## src/rtl/arm7_control_sequencer.sv

```systemverilog
// ============================================================================
// Module   : arm7_control_sequencer (with package arm7_seq_pkg)
// Purpose  : Multi-cycle instruction sequencer for the ARM7 datapath. It
//            accepts one instruction at a time and drives one control word
//            per cycle to the register bank, shifter, B bus, address, ALU
//            and memory blocks. It covers data-processing and LDR/STR. Every
//            other class runs as a 1-cycle NOP and pulses undef.
// Ports    : clk, rst_n (async, active-low)
//            instr_valid/instr/instr_ready : instruction hand-off
//            cond_pass : condition result for IR[31:28], comb, external
//            mem_ready : memory completes the current access
//            control   : packed control_t word (see arm7_seq_pkg)
//            busy, undef, stall_count (only with ARM7_SEQ_PERF_CNT_EN)
// Options  : `define ARM7_SEQ_PERF_CNT_EN adds the saturating stall counter.
// Revision : 1.0 - initial release
// ============================================================================
`default_nettype none

package arm7_seq_pkg;
  typedef enum logic [1:0] {
    ADDR_NONE = 2'd0, ADDR_PC = 2'd1, ADDR_ALU = 2'd2, ADDR_INCR = 2'd3
  } addr_src_t;

  typedef enum logic [2:0] {
    B_NONE = 3'd0, B_IMM = 3'd1, B_REG_RM = 3'd2, B_REG_RS = 3'd3,
    B_REG_RD = 3'd4, B_READ_DATA = 3'd5
  } b_src_t;

  typedef enum logic [1:0] {
    SH_NONE = 2'd0, SH_IMM = 2'd1, SH_REG = 2'd2
  } shift_src_t;

  typedef enum logic [1:0] {
    WB_NONE = 2'd0, WB_REG_RD = 2'd1, WB_REG_RN = 2'd2
  } wb_t;

  localparam logic [3:0] ALU_ADD = 4'b0100;
  localparam logic [3:0] ALU_SUB = 4'b0010;
  localparam logic [3:0] ALU_MOV = 4'b1101;

  typedef struct packed {
    addr_src_t  addr_bus_src;
    logic       incrementer_writeback;
    b_src_t     B_bus_src;
    logic [11:0] B_bus_imm;
    shift_src_t shift_source;
    logic [1:0] shift_type;
    logic [4:0] shift_amount;
    logic       latch_shift_amt;
    logic       use_shift_latch;
    logic [3:0] ALU_op;
    logic       ALU_disable_op_b;
    logic       set_ALU_flags;
    wb_t        alu_writeback;
    logic       memory_write_en;
  } control_t;

  localparam int CONTROL_W = $bits(control_t);
endpackage

module arm7_control_sequencer
  import arm7_seq_pkg::*;
#(
  parameter int PERF_CNT_W = 16
) (
  input  logic                 clk,
  input  logic                 rst_n,
  input  logic                 instr_valid,
  input  logic [31:0]          instr,
  output logic                 instr_ready,
  input  logic                 cond_pass,
  input  logic                 mem_ready,
  output logic [CONTROL_W-1:0] control,
  output logic                 busy,
  output logic                 undef
`ifdef ARM7_SEQ_PERF_CNT_EN
  ,
  output logic [PERF_CNT_W-1:0] stall_count
`endif
);

  typedef enum logic [2:0] {
    S_IDLE    = 3'd0,
    S_EXEC    = 3'd1,
    S_SHLATCH = 3'd2,
    S_ADDR    = 3'd3,
    S_DATA    = 3'd4,
    S_LDWB    = 3'd5,
    S_POSTWB  = 3'd6,
    S_NOP     = 3'd7
  } state_t;

  state_t      r_state, w_next_state;
  logic [31:0] r_ir;
  logic        r_first;     // current cycle is the first of an instruction
  control_t    w_ctrl;
  logic        w_last;
  logic        w_undef;
  logic        w_accept;
  logic [3:0]  w_sdt_op;

  // Decode the entry state straight from the incoming word.
  function automatic state_t entry_state(input logic [31:0] w);
    state_t s;
    if (w[27:26] == 2'b00 && !(!w[25] && w[7] && w[4]))
      s = (!w[25] && w[4]) ? S_SHLATCH : S_EXEC;
    else if (w[27:26] == 2'b01 && !(w[25] && w[4]))
      s = S_ADDR;
    else
      s = S_NOP;
    return s;
  endfunction

  // Second operand: 12-bit immediate or Rm shifted by a 5-bit immediate.
  function automatic control_t with_op2(input control_t c, input logic use_imm,
                                        input logic [11:0] f);
    control_t r;
    r = c;
    if (use_imm) begin
      r.B_bus_src = B_IMM;
      r.B_bus_imm = f;
    end else begin
      r.B_bus_src    = B_REG_RM;
      r.shift_source = SH_IMM;
      r.shift_type   = f[6:5];
      r.shift_amount = f[11:7];
    end
    return r;
  endfunction

  assign w_sdt_op = r_ir[23] ? ALU_ADD : ALU_SUB;

  always_comb begin
    w_ctrl       = '0;
    w_next_state = r_state;
    w_last       = 1'b0;
    w_undef      = 1'b0;
    instr_ready  = 1'b0;
    w_accept     = 1'b0;

    case (r_state)
      S_SHLATCH: begin
        w_ctrl.B_bus_src             = B_REG_RS;
        w_ctrl.latch_shift_amt       = 1'b1;
        w_ctrl.addr_bus_src          = ADDR_PC;
        w_ctrl.incrementer_writeback = 1'b1;
        w_next_state                 = S_EXEC;
      end
      S_EXEC: begin
        w_ctrl               = with_op2(w_ctrl, r_ir[25], r_ir[11:0]);
        w_ctrl.ALU_op        = r_ir[24:21];
        w_ctrl.set_ALU_flags = r_ir[20];
        // TST/TEQ/CMP/CMN only update flags
        w_ctrl.alu_writeback = (r_ir[24:23] == 2'b10) ? WB_NONE : WB_REG_RD;
        if (!r_ir[25] && r_ir[4]) begin
          // PC already advanced during the shift-latch cycle
          w_ctrl.shift_source    = SH_REG;
          w_ctrl.use_shift_latch = 1'b1;
        end else begin
          w_ctrl.addr_bus_src          = ADDR_PC;
          w_ctrl.incrementer_writeback = 1'b1;
        end
        w_last = 1'b1;
      end
      S_ADDR: begin
        // SDT immediate offset is I=0, the opposite sense to data-processing
        w_ctrl                       = with_op2(w_ctrl, !r_ir[25], r_ir[11:0]);
        w_ctrl.ALU_op                = w_sdt_op;
        w_ctrl.addr_bus_src          = ADDR_ALU;
        w_ctrl.incrementer_writeback = 1'b1;
        if (!r_ir[24])
          w_ctrl.ALU_disable_op_b = 1'b1;       // post-index: address is Rn
        else if (r_ir[21])
          w_ctrl.alu_writeback    = WB_REG_RN;  // pre-index with write-back
        w_next_state = S_DATA;
      end
      S_DATA: begin
        if (!r_ir[20]) begin
          w_ctrl.B_bus_src       = B_REG_RD;
          w_ctrl.memory_write_en = 1'b1;
        end
        if (mem_ready) begin
          if (r_ir[20])      w_next_state = S_LDWB;
          else if (r_ir[24]) w_last       = 1'b1;
          else               w_next_state = S_POSTWB;
        end
      end
      S_LDWB: begin
        w_ctrl.B_bus_src     = B_READ_DATA;
        w_ctrl.ALU_op        = ALU_MOV;
        w_ctrl.alu_writeback = WB_REG_RD;
        if (r_ir[24]) w_last       = 1'b1;
        else          w_next_state = S_POSTWB;
      end
      S_POSTWB: begin
        w_ctrl               = with_op2(w_ctrl, !r_ir[25], r_ir[11:0]);
        w_ctrl.ALU_op        = w_sdt_op;
        w_ctrl.alu_writeback = WB_REG_RN;
        w_last               = 1'b1;
      end
      S_NOP: begin
        w_ctrl.addr_bus_src          = ADDR_PC;
        w_ctrl.incrementer_writeback = 1'b1;
        w_undef                      = 1'b1;
        w_last                       = 1'b1;
      end
      default: ;
    endcase

    // Failed condition: advance PC only, regardless of instruction class.
    if (r_first && !cond_pass) begin
      w_ctrl                       = '0;
      w_ctrl.addr_bus_src          = ADDR_PC;
      w_ctrl.incrementer_writeback = 1'b1;
      w_undef                      = 1'b0;
      w_last                       = 1'b1;
    end

    instr_ready = (r_state == S_IDLE) || w_last;
    w_accept    = instr_valid && instr_ready;
    if (instr_ready)
      w_next_state = w_accept ? entry_state(instr) : S_IDLE;
  end

  always_ff @(posedge clk or negedge rst_n) begin
    if (!rst_n) begin
      r_state <= S_IDLE;
      r_ir    <= '0;
      r_first <= 1'b0;
    end else begin
      r_state <= w_next_state;
      r_first <= w_accept;
      if (w_accept) r_ir <= instr;
    end
  end

  assign control = w_ctrl;
  assign busy    = (r_state != S_IDLE);
  assign undef   = w_undef;

  // Condition and register-index fields are consumed elsewhere in the datapath.
  logic w_unused_ir;
  assign w_unused_ir = ^{r_ir[31:26], r_ir[19:12]};

`ifdef ARM7_SEQ_PERF_CNT_EN
  logic [PERF_CNT_W-1:0] r_stall_count;

  always_ff @(posedge clk or negedge rst_n) begin
    if (!rst_n)
      r_stall_count <= '0;
    else if (r_state == S_DATA && !mem_ready && r_stall_count != '1)
      r_stall_count <= r_stall_count + 1'b1;
  end

  assign stall_count = r_stall_count;
`else
  logic [31:0] w_unused_perf_w;
  assign w_unused_perf_w = PERF_CNT_W;
`endif

endmodule

`default_nettype wire
```

## config.mk

```make
export PLATFORM = sky130hd
export DESIGN_NAME = arm7_control_sequencer
export DESIGN_NICKNAME = d
export VERILOG_FILES = /design/src/rtl/arm7_control_sequencer.sv
export SDC_FILE = /design/constraint.sdc
export NUM_CORES = 1
export LEC_CHECK = 0
export BUFFER_PORTS_ARGS = -buffer_cell sky130_fd_sc_hd__buf_4
export CORE_MARGIN = 2
export CORE_UTILIZATION = 49
export CTS_CLUSTER_SIZE = 28
export DETAILED_ROUTE_END_ITERATION = 7
export PLACE_DENSITY = 0.89
export SYNTH_ARGS = -nofsm -noshare
export SYNTH_HDL_FRONTEND = slang
export SYNTH_SLANG_ARGS = --single-unit
```

## constraint.sdc

```tcl
create_clock -name clk -period 4.29 [get_ports clk]
set_clock_uncertainty 0.1 [all_clocks]
set_input_delay 0.6435 -clock clk [delete_from_list [all_inputs] [get_ports clk]]
set_output_delay 0.6435 -clock clk [all_outputs]
set_load 0.01 [all_outputs]
```

==> results of run 1 <==
worst min-delay path by stage:
| stage | from | to |
|---|---|---|
| finish | rst_n | r_ir[0] |
| global route | rst_n | r_ir[20] |
| CTS | rst_n | r_ir[0] |
| detailed placement | r_ir[1] | r_ir[1] |
| global placement | r_ir[1] | r_ir[1] |
| floorplan | rst_n | r_first |
sequential cells by signal (all words and copies together) (netlist names):
name / count
r_first: 1
r_state: 3
r_ir: 18
area by class of cell:
type / count / share of cell area, %
Sequential cell: 22 / 26.2
Inverter: 6 / 1.07
Timing Repair Buffer: 66 / 23.6
Tap cell: 44 / 2.62
Clock inverter: 1 / 1.43
Multi-Input combinational cell: 127 / 43.9
Clock buffer: 3 / 1.07
synthesized netlist by cell type (all sizes together):
master    n
inv       6
nor4      4
or3       2
nor2     16
nand3     2
a211oi    1
clkbuf    6
and2     12
a221o     2
o22ai     1
nor3      7
xor2      1
mux2i     1
and3      7
nor3b     1
dfrtp    22
nor2b     4
o31ai     1
buf       7
o32ai     1
nand3b    1
o311ai    1
a21oi    11
o21ai     7
o41ai     1
o211ai    3
a2bb2oi   1
nand2    13
nand2b    8
mux2     18
critical path, delay by kind of cell (launching register included):
kind | cells | cell delay, ns
flops | 1 | 0.83
simple gates | 2 | 0.69
buf+inv | 2 | 0.37
compound gates | 1 | 0.28
logic make-up after synthesis:
group                     Yosys count
AOI/OAI and AO/OA                  30
xor gates and xnor gates            1
buffers and inverters              19
DFF                                22
muxes                              19
and+or+nand+nor                    77
metrics by stage:
stage / area [µm²] / setup WS [ns] / power, mW / hold slack [ns] / std cells
3_3_place_gp: 2050 / 1.42 / 1.54 / 0.385 / 265
5_1_grt: 2100 / 0.823 / 1.87 / 0.0788 / 269
4_1_cts: 2100 / 1.09 / 1.73 / 0.0990 / 269
2_1_floorplan: 1570 / 2.06 / 1.18 / 0.248 / 168
3_5_place_dp: 2050 / 1.43 / 1.57 / 0.386 / 265
6_report: 2100 / 1.06 / 1.73 / 0.0920 / 269
routing by layer:
layer	GRT usage [%]	vias up	routed length, µm
li1	-	704	-
met1	30.1	650	1610
met2	38.7	69	1930
met3	3.62	16	236
met4	12.7	0	163
met5	0	-	0
power breakdown:
part | switching (mW) | internal [mW]
combinational | 0.506 | 0.591
sequential | 0.166 | 0.312
clock | 0.0631 | 0.0944
==> run summary, run 1 <==
The transition time of the tightest slew-check pin was 0.796 ns. The largest individual stage delay along the critical path comes from the cell sky130_fd_sc_hd__dfrtp_1. Setup-violating endpoint count in the final report: 0.

The run gives 0 as the remaining design rule violation count. Compared with the post-synthesis result, the final layout area differs by 33.6%. The synthesized netlist occupies a cell area of 1570 µm². The startpoint kind of the worst setup timing path was a flop. The maximum level of the CTS H-tree was 1; the total of flip-flops plus latches after synthesis was 22. For this run, the number of Yosys warnings is 0. The routed layout has 1439 vias. The end of the worst register-to-register path is r_ir[21]. TritonCTS built the clock tree.

Maximum number of pins on one net before global-route repair: 23. The run gives 0 as the number of antenna violations at the first check in global routing. For the net count of the finished layout, the log shows 263. The detail route stage leaves a number of antenna-violating nets equal to 0.

Once the floorplan was initialized, standard cells occupied 51.4% of the core. Path type of the worst min-delay path: input port to async pin. The overall die width is 60.6 µm. At the end of routability-driven placement, the weighted congestion stood at 0.875.

The global-route wire length before repair was 6350 µm. The worst setup path is captured at an output port. The first-pass iteration count of the detailed router was 5. Number of maximum-capacitance constraint violations: 0. For the worst-case clock buffer depth, the log shows 2. The total clock buffers created by CTS is 3.

After detailed routing, the average wire length per cell comes to 14.7 µm. The register-to-register setup slack was 1.48 ns; the mean post-synth cell area was 9.35 µm². The number of cells upsized or downsized after cts is 0, and the post-synthesis sequential area ratio is 35.1%. For this run, the slowest stage of the critical path takes 0.83 ns. The run gives 922 µm² as the area of combinational cells with multiple inputs. Dividing total power by cell area gives a power density of 825 nW/µm². In the finished design, the share of the clock period the worst path needs comes to 75.2%. The overall overflow remaining after global route is 0, and the accumulated negative setup slack is 0 ns.

The tools report the achievable clock frequency as 310 MHz. The run finished with clean final reports. Simple-gate share of the synthesized area: 27.4%. The tools report the total I/O pin count as 78. The static leakage was 1.06 nW; the depth of the worst register-to-register path was 5. Of all nets on the critical path, the largest fanout is 21. The arrival time at the worst endpoint came out at 2.48 ns.

Data on the critical path is required at its endpoint by 3.55 ns. Share of synthesized cell area in full adder, half adder and majority cells: 0%. After filler insertion, the fill cell instance count of the layout stands at 255. After detailed routing, the number of vias per cell comes to 5.35.

In this run the critical register-to-register path is launched from r_state[1]. During placement, the flow inserted port buffers numbering 65. For the max-slew violation count, the log shows 0. Cells fill 68.7% of the core in the end. Number of inserted diodes: 0. The cell at the root of the clock tree was sky130_fd_sc_hd__clkbuf_4. After floorplanning, the core was sized to cover 3050 µm². The top cell type by area accounts for 35.1% of the synthesized area. The run gives 0.30 ns as the clock network latency to the later pin of the worst-skew pair.

The placed wire-length estimate was 3010 µm. The run gives 551 µm² as the sequential cell area in the final layout. Buffers inserted to repair hold after CTS numbered 0.

The tools report the synthesized netlist net count as 205. Following the worst setup path forward leads to its endpoint at control[12]. The critical path goes through inv_1 > or3_1 > o21ai_1 > and3_1 > buf_4. Measured along the y axis, the die boundary spans 60.6 µm. The routed design could run at a clock period as short as 3.23 ns. The number of DRC markers in iteration 0 was 91. The critical path is of the flop to output port type. The run gives 23.7% as the aggregate global-route resource usage. The xor and xnor fraction of the mapped netlist area came out at 0.558%.

The most critical setup path has its startpoint at r_state[1]. The number of failing hold endpoints at the final stage was 0; the post-synthesis cell count was 168. By area the synthesized netlist is led by sky130_fd_sc_hd__dfrtp_1 (35%), sky130_fd_sc_hd__mux2_4 (17%), sky130_fd_sc_hd__and2_1 (4.8%). Setup repair after global routing left no endpoint under its margin. After clock tree synthesis, the clock-pin slew on the worst setup and hold paths is 0.13 ns. The share of post-route cells with drive strength above 1 came out at 41.3%. The final layout contains routed wiring with a total length of 3950 µm. After floorplanning, the core was divided into 20 placement rows. IR analysis of the VDD net gives a maximum drop of 493 µV.

Summing the areas of all compound-gate instances in the mapped netlist gives 12.9% of the synthesized area. In the layout the commonest cells are sky130_fd_sc_hd__buf_4 (66), sky130_fd_sc_hd__dfrtp_1 (22), sky130_fd_sc_hd__mux2_4 (18). The clock net in this run drives a total of 22 sinks. The number of distinct library cells after synthesis came out at 37.

By area, the combinational part of the netlist is dominated by simple AND/OR/NAND/NOR gates. The number of setup buffers added after CTS is 0. The via count of the first global-routing pass is 1308, and the die area is 3670 µm². The fraction of synthesized area in multiplexers is 17.8%. The worst-case headroom to the max-slew limit came out at 46.8%.

The synthesized design spends more area on one cell type than any other, namely sky130_fd_sc_hd__dfrtp_1. Most frequent standard cell in the layout excluding fill and tap cells: sky130_fd_sc_hd__buf_4.
Note: power is estimated with default switching activity, not from simulation.
==> run 2, diff against run 1 <==
--- a/config.mk
+++ b/config.mk
@@ -7,10 +7,10 @@
 export LEC_CHECK = 0
 export BUFFER_PORTS_ARGS = -buffer_cell sky130_fd_sc_hd__buf_4
 export CORE_MARGIN = 2
-export CORE_UTILIZATION = 49
+export CORE_UTILIZATION = 46
 export CTS_CLUSTER_SIZE = 28
 export DETAILED_ROUTE_END_ITERATION = 7
-export PLACE_DENSITY = 0.89
+export PLACE_DENSITY = 0.84
 export SYNTH_ARGS = -nofsm -noshare
 export SYNTH_HDL_FRONTEND = slang
 export SYNTH_SLANG_ARGS = --single-unit
==> constraint.sdc (replaced) <==
create_clock -name clk -period 3.1 [get_ports clk]
set_clock_uncertainty 0.1 [all_clocks]
set_input_delay 0.465 -clock clk [delete_from_list [all_inputs] [get_ports clk]]
set_output_delay 0.465 -clock clk [all_outputs]
set_load 0.01 [all_outputs]
==> run 2 against run 1 <==
Against the previous run: power rose by 36%; combinational power rose by 43%; first-iteration DRC count fell by 5.5%; via count rose by 0.83%; sequential power rose by 33%; core utilization fell by 4.0 points; final cell count rose by 3.0%; register-to-register slack got worse by 0.79 ns; clock-buffer cell count rose by 1; sequential share of layout area fell by 0.57 points; sequential cell count did not move; largest power group unchanged; highest routed layer unchanged.
==> run summary, run 2 (synthesis gave the netlist of run 1 again) <==
The run finished with clean final reports. The arrival time at the worst endpoint was 2.19 ns (was 2.48 ns); the static leakage was 1.09 nW (was 1.06 nW). The tools report the switching power of the nets as 992 µW (was 735 µW). The final clock period utilization by the worst path was 88.8%. The total clock buffers created by CTS was 3 (unchanged); the synthesis-to-finish area growth was 36.6% (was 33.6%). The port buffer count is 65 (unchanged). The global-route layer with the greatest usage is met2 (unchanged). Most frequent cells in the layout: sky130_fd_sc_hd__buf_4 (70), sky130_fd_sc_hd__dfrtp_1 (22), sky130_fd_sc_hd__mux2_4 (18) (was sky130_fd_sc_hd__buf_4 (66), sky130_fd_sc_hd__dfrtp_1 (22), sky130_fd_sc_hd__mux2_4 (18)).

The hold-fix buffer count after cts was 1 (was 0); the total power divided by cell area was 1100 nW/µm² (was 825 nW/µm²). The worst-case clock buffer depth is 2 (unchanged). Setup repair after global routing left no endpoint under its margin. For the area inside the core boundary, the log shows 3310 µm² (was 3050 µm²). For the via count of the first global-routing pass, the log shows 1400 (was 1308). For the die area, the log shows 3900 µm² (was 3670 µm²). The maximum fanout along the worst path is 21 (unchanged). The overall die width was 62.4 µm (was 60.6 µm). The most frequent standard cell in the layout excluding fill and tap cells was sky130_fd_sc_hd__buf_4 (unchanged). The met1 usage in global routing was 27.1% (was 30.1%). The routed wire length is 3760 µm (was 3950 µm), and the instance area after placement is 2100 µm² (was 2050 µm²).

For the global-route wire length before repair, the log shows 6530 µm (was 6350 µm). For the vias after detailed routing, the log shows 1451 (was 1439). The count of buffer and inverter cells on the critical path is 1 (was 2), and the number of antenna violations at the first check in global routing is 0 (unchanged).

Floorplan row count: 21 (was 20). Startpoint kind of the worst setup timing path: a flop (unchanged). The core utilization of the finished layout came out at 64.8% (was 68.7%). Subtracting the final worst setup slack from the clock period gives 2.75 ns. The most flop-heavy register was r_ir (unchanged). Placer congestion estimate: 0.887 (was 0.875).

The tools report the first-pass iteration count of the detailed router as 4 (was 5). The number of inserted diodes came out at 0 (unchanged). The overall overflow remaining after global route was 0 (unchanged). Based on the critical path, the design can be clocked at up to 363 MHz. The tools report the post-route cell area as 2140 µm² (was 2100 µm²). The aggregate global-route resource usage is 20.4% (was 23.7%), and the met3 track demand over resource is 4.14% (was 3.62%). The maximum level of the CTS H-tree is 1 (unchanged), and the average wire length per cell after detail routing is 13.6 µm (was 14.7 µm). The kind of end point of the critical path was an output port (unchanged).

The accumulated negative setup slack came out at 0 ns (unchanged). The vertical die dimension was 62.4 µm (was 60.6 µm). TritonCTS built the clock tree. The number of cells upsized or downsized after cts was 0 (unchanged); the internal power was 1.37 mW (was 997 µW).

The number of maximum-capacitance constraint violations was 0 (unchanged); the clock network latency to the later pin of the worst-skew pair was 0.30 ns (about the same). The count of nets left with antenna violations after detail routing was 0 (unchanged); the part of the total power dissipated in combinational logic was 66.6% (was 63.3%). The maximum number of pins on one net before global-route repair was 23 (unchanged). The kind of critical path is flop to output port (unchanged).

The total I/O pin count came out at 78 (unchanged). The share of post-route cells with drive strength above 1 is 42.4% (was 41.3%), and the total power draw is 2.36 mW (was 1.73 mW). For the data required time of the worst path, the log shows 2.53 ns (was 3.55 ns). The number of DRC markers in iteration 0 was 86 (was 91); the number of failing hold endpoints at the final stage was 0 (unchanged). The run gives 22 (unchanged) as the clock sink total.

Largest registers ranked by flip-flop count: r_ir (18), r_state (3), r_first (1) (unchanged). Dominant delay contributor by cell family on the critical path: flip-flops (unchanged). The clock transition at the registers of the reported paths is 0.12 ns (was 0.13 ns). The remaining design rule violation count was 0 (unchanged); the critical path's largest stage delay was 0.78 ns (was 0.83 ns). The tools report the worst-case headroom to the max-slew limit as 56.3% (was 46.8%).

The post-detailed-route via-to-cell ratio was 5.24 (was 5.35); the net count of the finished layout was 269 (was 263). The run gives 26.9% (was 27.6%) as the relative contribution of sequential cells to total power. The fraction of power consumed by the clock network was 6.6% (was 9.1%); the starting density of the core was 47.4% (was 51.4%). The transition time of the tightest slew-check pin is 0.655 ns (was 0.796 ns).

Cell breakdown of the critical path: nand2b_1 > or3_1 > o21ai_1 > and3_1 > buf_4 (was inv_1 > or3_1 > o21ai_1 > and3_1 > buf_4). The flip-flop count of the largest register, all copies and words added is 18 (unchanged). The fraction of power spent switching nets was 42.0% (was 42.4%); the max-slew violation count was 0 (unchanged).

The path type of the worst min-delay path was input port to flop (was input port to async pin). The run gives 2850 µm (was 3010 µm) as the placed wire-length estimate. The routing usage on met2 came out at 34.5% (was 38.7%).

Cell at the root of the clock tree: sky130_fd_sc_hd__clkbuf_4 (unchanged). The logs give 0 (unchanged) for the setup-violating endpoint count in the final report and 0 (unchanged) for the post-CTS setup buffer count. The worst voltage drop across the vdd grid was 562 µV (was 493 µV); the number of inserted filler cells in the final layout was 299 (was 255). The critical-path cell with the highest stage delay is sky130_fd_sc_hd__dfrtp_1 (unchanged).
[run 2: changes by cell type in the layout (fill, tap and decap cells not counted), sizes merged]
cell | before | now
bufinv | 1 | 0
buf | 66 | 71
clkbuf | 3 | 4
dlygate4sd3 | 0 | 1
[run 2: area by class of cell]
cell class	count	area, µm²	share of cell area [%]
flip-flops and latches	22	551	25.7
multi-input cells	127	922	43.0
clock buffers	4	36.3	1.69
inverters	6	22.5	1.05
well taps	46	57.6	2.68
repair buffers	72	556	25.9
[run 2: power by group through the flow]
stage                     clock network, mW  logic, mW  registers [mW]
after floorplan                           0       1.11           0.516
after global placement                    0       1.56           0.637
after detailed placement                  0       1.58           0.641
after CTS                             0.159       1.58           0.636
after global routing                  0.175       1.71           0.670
final                                 0.155       1.57           0.635
[run 2: worst paths after layout]
check / startpoint / endpoint / slack [ns] / cells past startpoint
max: r_state[2] / control[16] / 0.35 / 5
min: instr[1] / r_ir[1] / 0.28 / 2
max reg2reg: r_state[2] / r_ir[23] / 0.69 / 5
min reg2reg: r_ir[2] / r_ir[2] / 0.41 / 1
max in group asynchronous: rst_n / r_first / 2.18 / 2
min in group asynchronous: rst_n / r_ir[0] / 0.49 / 2
[run 2: per-layer routing]
| metal | vias to the layer above | routed length, µm |
|---|---|---|
| li1 | 717 | - |
| met1 | 690 | 1590 |
| met2 | 42 | 1910 |
| met3 | 2 | 221 |
| met4 | 0 | 27 |
| met5 | - | 0 |
[run 2: per-stage QoR]
| step | hold WS (ns) | setup slack (ns) | std cells |
|---|---|---|---|
| floorplan | 0.0694 | 1.05 | 168 |
| global placement | 0.265 | 0.711 | 272 |
| detailed placement | 0.270 | 0.701 | 272 |
| CTS | 0.276 | 0.350 | 277 |
| global route | 0.257 | 0.176 | 277 |
| finish | 0.283 | 0.347 | 277 |
==> run 3, diff against run 2 <==
--- a/config.mk
+++ b/config.mk
@@ -6,11 +6,14 @@
 export NUM_CORES = 1
 export LEC_CHECK = 0
 export BUFFER_PORTS_ARGS = -buffer_cell sky130_fd_sc_hd__buf_4
+export CELL_PAD_IN_SITES_DETAIL_PLACEMENT = 1
+export CELL_PAD_IN_SITES_GLOBAL_PLACEMENT = 1
 export CORE_MARGIN = 2
-export CORE_UTILIZATION = 46
+export CORE_UTILIZATION = 33
 export CTS_CLUSTER_SIZE = 28
 export DETAILED_ROUTE_END_ITERATION = 7
 export PLACE_DENSITY = 0.84
+export SKIP_LAST_GASP = 1
 export SYNTH_ARGS = -nofsm -noshare
 export SYNTH_HDL_FRONTEND = slang
 export SYNTH_SLANG_ARGS = --single-unit
==> run 3 against run 2 <==
Against the previous run: die area grew 37%; setup slack gained 0.0015 ns; core utilization shrank 19 points; via count shrank 0.34%; final cell count grew 2.2%; first-iteration DRC count shrank 40%; sequential power grew 5.4%; power grew 2.3%; non-clock buffer count shrank 1; critical endpoint is now control[11]; largest power group unchanged.
==> run summary, run 3 (synthesis gave the netlist of run 1 again) <==
The flow ran to the end, and the final reports show no timing, DRC or antenna violations. The tools report the area inside the core boundary as 4660 µm² (was 3310 µm²). For the vias after detailed routing, the log shows 1446 (was 1451).

The path type of the worst min-delay path was input port to flop (unchanged). Count of nets left with antenna violations after detail routing: 0 (unchanged). Number of failing hold endpoints at the final stage: 0 (unchanged). Number of antenna violations at the first check in global routing: 0 (unchanged). Overall overflow remaining after global route: 0 (unchanged). The run gives 0 ns (unchanged) as the accumulated negative setup slack. The tools report the cell at the root of the clock tree as sky130_fd_sc_hd__clkbuf_8 (was sky130_fd_sc_hd__clkbuf_4).

The tools report the net count of the finished layout as 268 (was 269). The run gives 33.7% (was 47.4%) as the starting density of the core. The kind of end point of the critical path was an output port (unchanged).

The routed wire length was 4640 µm (was 3760 µm). The critical path's largest stage delay was 0.81 ns (was 0.78 ns); the setup-violating endpoint count in the final report was 0 (unchanged). The transition time of the tightest slew-check pin was 0.716 ns (was 0.655 ns); the total clock buffers created by CTS was 3 (unchanged).

The maximum fanout along the worst path works out to 21 (unchanged). Setup repair after global routing left no endpoint under its margin. Total I/O pin count: 78 (unchanged). The worst voltage drop across the vdd grid is 623 µV (was 562 µV), and the number of inserted filler cells in the final layout is 550 (was 299). The startpoint kind of the worst setup timing path is a flop (unchanged). The logs give 363 MHz (about the same) for the achievable clock frequency and 0 (unchanged) for the number of cells upsized or downsized after cts. The relative contribution of sequential cells to total power was 27.7% (was 26.9%). Most frequent cells in the layout: sky130_fd_sc_hd__buf_4 (70), sky130_fd_sc_hd__dfrtp_1 (22), sky130_fd_sc_hd__mux2_4 (18) (unchanged). The run gives 7400 µm (was 6530 µm) as the global-route wire length before repair.

The clock sink total is 22 (unchanged), and the number of DRC markers in iteration 0 is 52 (was 86). The critical-path cell with the highest stage delay was sky130_fd_sc_hd__dfrtp_1 (unchanged). The port buffer count came out at 65 (unchanged). The tools report the clock network latency to the later pin of the worst-skew pair as 0.26 ns (was 0.30 ns).

The total power divided by cell area was 1130 nW/µm² (was 1100 nW/µm²). The synthesis-to-finish area growth came out at 36.3% (was 36.6%). TritonCTS built the clock tree. The final clock period utilization by the worst path came out at 88.8% (about the same).

The kind of critical path is flop to output port (unchanged). The flip-flop count of the largest register, all copies and words added is 18 (unchanged). The logs give 0 (unchanged) for the remaining design rule violation count and 52.3% (was 56.3%) for the worst-case headroom to the max-slew limit. The share of post-route cells with drive strength above 1 is 41.9% (was 42.4%), and the static leakage is 1.08 nW (was 1.09 nW).

The clock transition at the registers of the reported paths is 0.08 ns (was 0.12 ns). The fraction of power spent switching nets is 43.5% (was 42.0%), and the aggregate global-route resource usage is 17.6% (was 20.4%). The overall die width is 73.0 µm (was 62.4 µm). The first-pass iteration count of the detailed router is 4 (unchanged).

The tools report the data required time of the worst path as 2.53 ns (about the same). Cell breakdown of the critical path: nand2b_1 > or3_1 > o21ai_1 > and3_1 > buf_4 (unchanged). The run gives 2 (unchanged) as the worst-case clock buffer depth. The maximum level of the CTS H-tree came out at 1 (unchanged). Fraction of power consumed by the clock network: 7.3% (was 6.6%). The area of combinational cells with multiple inputs was 922 µm² (unchanged).

For the floorplan row count, the log shows 25 (was 21). The most flop-heavy register was r_ir (unchanged). Largest registers ranked by flip-flop count: r_ir (18), r_state (3), r_first (1) (unchanged). The vertical die dimension is 73.0 µm (was 62.4 µm). The total power draw is 2.42 mW (was 2.36 mW), and the number of maximum-capacitance constraint violations is 0 (unchanged). The placed wire-length estimate is 3440 µm (was 2850 µm), and the average wire length per cell after detail routing is 16.4 µm (was 13.6 µm). For the arrival time at the worst endpoint, the log shows 2.19 ns (about the same). The logs give 0 (unchanged) for the number of inserted diodes and 1476 (was 1400) for the via count of the first global-routing pass. The part of the total power dissipated in combinational logic is 65.0% (was 66.6%). For the switching power of the nets, the log shows 1.05 mW (was 992 µW). For the post-CTS setup buffer count, the log shows 0 (unchanged). The most frequent standard cell in the layout excluding fill and tap cells is sky130_fd_sc_hd__buf_4 (unchanged).

The post-detailed-route via-to-cell ratio was 5.11 (was 5.24). The sequential cell area in the final layout is 551 µm² (unchanged). The internal power came out at 1.37 mW (about the same). The shortest clock period the worst path allows after layout is 2.75 ns (about the same). The tools report the placer congestion estimate as 0.849 (was 0.887). The logs give 0 (unchanged) for the max-slew violation count and 5330 µm² (was 3900 µm²) for the die area. The tools report the maximum number of pins on one net before global-route repair as 23 (unchanged).
==> run 3: worst paths after layout <==
check	start	endpoint	slack, ns	cells past startpoint
worst max-delay path	r_state[2]	control[11]	0.35	5
worst min register to register	r_ir[3]	r_ir[3]	0.42	1
worst min-delay path	instr[11]	r_ir[11]	0.33	2
max in group asynchronous	rst_n	r_ir[21]	2.14	2
min in group asynchronous	rst_n	r_ir[1]	0.53	2
worst max register to register	r_state[2]	r_ir[6]	0.60	5
==> run 3: what timing repair did <==
action | CTS | global route
endpoints found under the setup margin | 0 | 0
hold buffers | 1 | 0
endpoints found under the hold margin | 11 | 0
==> run 3: area by class of cell <==
| cell class | count | share of cell area, % |
|---|---|---|
| clock buffers | 3 | 1.93 |
| inverters | 6 | 1.05 |
| multi-input cells | 127 | 43.1 |
| flip-flops and latches | 22 | 25.7 |
| well taps | 54 | 3.16 |
| repair buffers | 71 | 25.0 |
==> run 3: worst max-delay path: cells and delay by family (launching register included) <==
| family | cells | cell delay, ns |
|---|---|---|
| and+or+nand+nor | 3 | 0.72 |
| DFF | 1 | 0.81 |
| AOI/OAI and AO/OA | 1 | 0.29 |
| buffers and inverters | 1 | 0.12 |
==> run 3: power by group through the flow <==
stage / sequential [mW] / clock [mW] / combinational (mW)
after global placement: 0.651 / 0 / 1.54
after detailed placement: 0.667 / 0 / 1.57
after global routing: 0.701 / 0.193 / 1.71
after floorplan: 0.516 / 0 / 1.11
after CTS: 0.667 / 0.179 / 1.59
final: 0.669 / 0.176 / 1.57
==> run 3: metal layers <==
metal	share of wire, %	vias up	global-route usage [%]
met3	2.5	2	1.52
met1	46	702	23.2
met4	0.41	0	3.50
met2	51	34	31.5
met5	0	-	0
li1	-	708	-
==> run 3: through the flow <==
step	area [µm²]	hold slack, ns	setup WS (ns)	util [%]	instances
finish	2140	0.327	0.348	45.9	283
global route	2140	0.319	0.190	45.9	283
CTS	2140	0.326	0.343	45.9	283
detailed placement	2090	0.273	0.642	44.8	279
global placement	2090	0.268	0.671	44.8	279
floorplan	1570	0.0694	1.05	-	168
